**config.mk**
```make
export PLATFORM = sky130hd
export DESIGN_NAME = cam_read
export DESIGN_NICKNAME = d
export VERILOG_FILES = /design/src/rtl/cam_pkg.sv /design/src/rtl/cam_sync.sv /design/src/rtl/cam_read.sv
export SDC_FILE = /design/constraint.sdc
export NUM_CORES = 1
export LEC_CHECK = 0
export BUFFER_PORTS_ARGS = -buffer_cell sky130_fd_sc_hd__buf_2
export CAP_MARGIN = 10
export CORE_MARGIN = 5
export CORE_UTILIZATION = 53
export CTS_CLUSTER_DIAMETER = 40
export DETAILED_ROUTE_END_ITERATION = 12
export PLACE_DENSITY = 0.87
export SYNTH_ARGS = -nofsm -noshare
export SYNTH_HDL_FRONTEND = slang
export SYNTH_SLANG_ARGS = --single-unit
export TNS_END_PERCENT = 5
```
**constraint.sdc**
```tcl
create_clock -name clk -period 2.3 [get_ports clk]
set_clock_uncertainty 0.15 [all_clocks]
set_input_delay 0.23 -clock clk [delete_from_list [all_inputs] [get_ports clk]]
set_output_delay 0.23 -clock clk [all_outputs]
set_load 0.01 [all_outputs]
```
**src/rtl/cam_pkg.sv**
```systemverilog
// Shared camera-capture definitions: frame geometry defaults, bus widths, state encodings.
package cam_pkg;

    localparam int H_PIX_DEF   = 160;
    localparam int V_LINES_DEF = 120;
    localparam int AW_DEF      = 15;
    localparam int DW_DEF      = 16;

    typedef enum logic [1:0] {
        ST_WAIT_VS    = 2'd0,
        ST_WAIT_START = 2'd1,
        ST_CAPTURE    = 2'd2
    } cam_state_e;

    typedef enum logic {
        PH_HI = 1'b0,
        PH_LO = 1'b1
    } cam_phase_e;

endpackage

```
**src/rtl/cam_sync.sv**
```systemverilog
// Brings the asynchronous camera bus into the clk domain and finds pclk rising edges.
module cam_sync (
    input  logic       clk,
    input  logic       rst,
    input  logic       pclk_i,
    input  logic       vsync_i,
    input  logic       href_i,
    input  logic [7:0] data_i,
    output logic       pe_o,
    output logic       vsync_o,
    output logic       href_o,
    output logic [7:0] data_o
);

    logic [10:0] meta_q;
    logic [10:0] sync_q;
    logic        pclk_dly_q;

    // Two-flop synchronizer on the whole bus, plus one delayed pclk copy for edge detection.
    always_ff @(posedge clk or posedge rst) begin
        if (rst) begin
            meta_q     <= '0;
            sync_q     <= '0;
            pclk_dly_q <= 1'b0;
        end else begin
            meta_q     <= {pclk_i, vsync_i, href_i, data_i};
            sync_q     <= meta_q;
            pclk_dly_q <= sync_q[10];
        end
    end

    assign pe_o    = sync_q[10] & ~pclk_dly_q;
    assign vsync_o = sync_q[9];
    assign href_o  = sync_q[8];
    assign data_o  = sync_q[7:0];

endmodule

```
**src/rtl/cam_read.sv**
```systemverilog
// Camera frame capture: assembles RGB565 pixels from byte pairs and writes them to a frame buffer.
//
//   state         | meaning
//   --------------+-----------------------------------------------------------
//   ST_WAIT_VS    | after reset, wait for vertical blanking (vsync high)
//   ST_WAIT_START | in blanking; start capture on vsync fall if capture_en
//   ST_CAPTURE    | accept byte pairs on pclk edges; vsync rise ends the frame
module cam_read
    import cam_pkg::*;
#(
    parameter int H_PIX   = H_PIX_DEF,
    parameter int V_LINES = V_LINES_DEF,
    parameter int AW      = AW_DEF,
    parameter int DW      = DW_DEF
) (
    input  logic          clk,
    input  logic          rst,
    input  logic          capture_en,
    input  logic          pclk,
    input  logic          vsync,
    input  logic          href,
    input  logic [7:0]    cam_data,
    output logic [AW-1:0] addr_in,
    output logic [DW-1:0] data_in,
    output logic          regwrite,
    output logic          frame_done,
    output logic          busy
);

    localparam logic [AW-1:0] LAST_ADDR = AW'(H_PIX * V_LINES - 1);

    logic       pe_s;
    logic       vsync_s;
    logic       href_s;
    logic [7:0] data_s;

    cam_state_e    state_q, state_d;
    cam_phase_e    phase_q;
    logic [AW-1:0] addr_q;
    logic [DW-1:0] data_q;
    logic          wr_req_q;
    logic          regwrite_q;
    logic          frame_done_q;
    logic          full_q;
    logic          vs_prev_q;
    logic          start_cap;

    cam_sync u_sync (
        .clk     (clk),
        .rst     (rst),
        .pclk_i  (pclk),
        .vsync_i (vsync),
        .href_i  (href),
        .data_i  (cam_data),
        .pe_o    (pe_s),
        .vsync_o (vsync_s),
        .href_o  (href_s),
        .data_o  (data_s)
    );

    // State register.
    always_ff @(posedge clk or posedge rst) begin
        if (rst) state_q <= ST_WAIT_VS;
        else     state_q <= state_d;
    end

    // Next-state logic; capture_en only matters at the vsync falling edge (frame start).
    always_comb begin
        state_d = state_q;
        case (state_q)
            ST_WAIT_VS:    if (vsync_s) state_d = ST_WAIT_START;
            ST_WAIT_START: if (vs_prev_q && !vsync_s && capture_en) state_d = ST_CAPTURE;
            ST_CAPTURE:    if (vsync_s) state_d = ST_WAIT_START;
            default:       state_d = ST_WAIT_VS;
        endcase
    end

    assign start_cap = (state_q != ST_CAPTURE) && (state_d == ST_CAPTURE);

    // Byte assembly, write strobe pipeline and address counter.
    // A LO byte accepted in the frame-ending cycle still flows through wr_req_q/regwrite_q.
    always_ff @(posedge clk or posedge rst) begin
        if (rst) begin
            phase_q      <= PH_HI;
            addr_q       <= '0;
            data_q       <= '0;
            wr_req_q     <= 1'b0;
            regwrite_q   <= 1'b0;
            frame_done_q <= 1'b0;
            full_q       <= 1'b0;
            vs_prev_q    <= 1'b0;
        end else begin
            vs_prev_q    <= vsync_s;
            frame_done_q <= (state_q == ST_CAPTURE) && vsync_s;
            regwrite_q   <= wr_req_q;
            wr_req_q     <= 1'b0;
            if (start_cap) begin
                addr_q  <= '0;
                full_q  <= 1'b0;
                phase_q <= PH_HI;
            end else begin
                if (regwrite_q) begin
                    if (addr_q == LAST_ADDR) full_q <= 1'b1;
                    else                     addr_q <= addr_q + 1'b1;
                end
                if (state_q != ST_CAPTURE || !href_s) begin
                    phase_q <= PH_HI;
                end else if (pe_s && !full_q) begin
                    if (phase_q == PH_HI) begin
                        data_q[DW-1 -: 8] <= data_s;
                        phase_q           <= PH_LO;
                    end else begin
                        data_q[7:0] <= data_s;
                        phase_q     <= PH_HI;
                        wr_req_q    <= 1'b1;
                    end
                end
            end
        end
    end

    assign addr_in    = addr_q;
    assign data_in    = data_q;
    assign regwrite   = regwrite_q;
    assign frame_done = frame_done_q;
    assign busy       = (state_q == ST_CAPTURE);

endmodule

```
==> reports/results.txt <==
Post-route DRC - 0
DR iter-0 viols - 71
Cell chosen for the clock root - clkbuf_8
Leading area contributor after synthesis - dfrtp_1
Max H-tree Level - 3
Post-Syn Area - 2320 um2
Placed insts - 269
PortBufs - 47
Post-synth EDFFs - 0
Postcts setup bufs - 0
TritonCTS buffer count - 9
Critical Path Start Type - flop
Outcome - completed
Post-DP Area - 2640 um2
Final Cycle Share - 89.4%
NetSw - 0.000509 W
FF-to-FF End - addr_in[13]$_DFFE_PP0P_
Sequential area share after synthesis - 66.8%
Layout cell share with drive strength beyond 1 - 38.0%
Total grt overflow - 0
Internal power - 0.00176 W
R2r setup slk - 0.24 ns
GRT Total Usage - 17.4%
Antenna Violating Nets Remaining - 0
Reg2Reg Depth - 6
Worst Hold Launch - capture_en
Clock power frac - 42.5%
Mapped Cells - 170
Final instance area - 2970 um2
Post-Route Setup TNS - 0 ns
Post-Syn Nets - 185
Worst-margin pin slew - 0.560 ns
Avg Inst Size Synth - 13.7 um2
Slew margin rel. - 62.6%
VDD IR max - 0.474 mV
Die W - 76.2 um
Net Sw Frac - 22.5%
Vias per std cell - 5.29
Post-DP HPWL - 3.06 mm
Initial Util - 54.1%
Final Non-Filler Cells - 297
CTS Buffer Depth - 2
Largest net degree at the start of global routing - 38
Final Hold Vio Count - 0
NumNets Final - 255
Async set-reset flop share out of synthesis - 100%
Per-cell routed wire length - 15.5 um
Critical Path Fanout Max - 12
Min Hold Slack - 0.178 ns
Top cell type's share of synthesized area - 66.8%
Die H - 76.2 um
Crit Reg-Reg Startpoint - addr_in[0]$_DFFE_PP0P_
P_leak - 1.48 nW
Die area - 5800 um2
Slew Viols, Final - 0
Drt first pass iters - 4
Fin util - 69.2%
Worst Hold Depth - 4
RSZ-0062 raised after global routing - no
Reg clk slew, reported paths - 0.07 ns
Power per cell area - 763 nW/um2
TritonCTS Sinks - 62
Top post-synthesis cells by count - 62 x dfrtp_1, 15 x mux2_2, 8 x nand2_1, 8 x nand3_1
Min Tclk post-route - 2.06 ns
Vias - 1570
Seq pwr share - 51.7%
Count leader, synth - dfrtp_1
Gate power share - 5.8%
Initial antenna violation count - 0
Vias in the first global route - 1615
Max-Cap Viols - 0
Critical Path AT - 2.16 ns
Area delta synth->final - 28.1%
Flip-flop and latch count after synthesis - 62
Core Rows - 24
Max Clk Rate - 486 MHz
GPL Wtd Cong - 0.895
First-pass GRT wire length - 7.89 mm
Synth top area cells - dfrtp_1 67%, mux2_2 7.3%, a21oi_2 1.9%
Worst setup startpoint - addr_in[0]$_DFFE_PP0P_
Crit. End Element - flop
Antenna cells - 0
Final setup viols - 0
Yosys warnings - 0
Hold WC Path Type - in2reg
# IOs - 48
TritonCTS clock tree - yes
Clk_lat worst skew - 0.33 ns
Yosys cell types - 34
Routed WL - 4.60 mm
Critical path type - reg2reg
Main flop type after synthesis - dfrtp_1
CP required - 2.41 ns
Core area - 4290 um2
WHS Endpoint - addr_in[4]$_DFFE_PP0P_
-- kinds of logic after synthesis --
group                      after synthesis  share of synthesized area (%)
AOI/OAI and AO/OA                       25                           7.60
xor gates and xnor gates                 4                           1.51
adders and majority gates                1                          0.539
buffers and inverters                    8                           1.67
DFF                                     62                           66.8
muxes                                   16                           7.76
and+or+nand+nor                         54                           14.1
-- registers in the layout, indices dropped and copies added, names as in the netlist --
signal,flops
phase_q,1
regwrite,1
wr_req_q,1
full_q,1
u_sync.sync_q,11
frame_done,1
addr_in,15
vs_prev_q,1
u_sync.meta_q,11
data_in,16
u_sync.pclk_dly_q,1
state_q,2
-- worst max-delay path, cell delays in order (launching register included) --
cell and delay [ns]:
dfrtp_1 0.42, ha_1 0.25, nand3_1 0.17, o41ai_4 0.11
buf_4 0.19, or4_1 0.52, a21oi_1 0.18
-- layout by cell type (no fill, tap or decap), types with 4 or more instances in the layout --
cell	n
a21oi_1	6
a21oi_2	5
and3_1	4
buf_2	47
buf_4	4
clkbuf_8	11
dfrtp_1	62
dlygate4sd3_1	12
mux2_2	15
nand2_1	8
nand3_1	8
nand4_1	5
nor2_1	6
o21ai_1	7
or3_1	7
xor2_1	4
-- what timing repair did --
item / 4_1_cts / 5_1_grt
endpoints found under the hold margin: 36 / 0
gates resized for setup: 0 / 0
hold buffers: 12 / 0
-- layout make-up --
cell class	instances	area [um2]
sequential	62	1550
fill	312	1320
multi-input combinational	100	731
timing repair buffer	64	405
clock buffer	11	151
tap	52	65.1
clock inverter	5	57.6
inverter	3	11.3
-- power groups by stage --
stage	clock [W]	combinational, W	sequential (W)
final	0.000965	0.000132	0.00117
after global routing	0.00105	0.000147	0.00118
after CTS	0.000987	0.000135	0.00117
after detailed placement	0	0.000118	0.00119
after global placement	0	0.000114	0.00119
after floorplan	0	0.0000531	0.00120
-- metal layers --
layer	part of all wire, %	vias to the layer above	GRT usage (%)
met5	0	-	0
met4	2.9	0	9.97
li1	-	759	-
met1	40	764	19.9
met3	3.6	12	5.79
met2	53	35	28.4
-- per-stage QoR --
step / setup slack, ns / power (W)
after floorplan: 0.330 / 0.00125
after global placement: 0.349 / 0.00130
after detailed placement: 0.298 / 0.00131
after CTS: 0.234 / 0.00229
after global routing: 0.113 / 0.00237
final: 0.244 / 0.00227
-- how the worst max path moves through the flow --
stage,to,slack (ns),cells past startpoint
detailed placement,addr_in[13]$_DFFE_PP0P_,0.30,6
floorplan,addr_in[0]$_DFFE_PP0P_,0.33,6
global placement,addr_in[13]$_DFFE_PP0P_,0.35,6
finish,addr_in[13]$_DFFE_PP0P_,0.24,6
CTS,addr_in[13]$_DFFE_PP0P_,0.23,6
global route,addr_in[13]$_DFFE_PP0P_,0.11,6
Power figures use the tool's default switching activity.
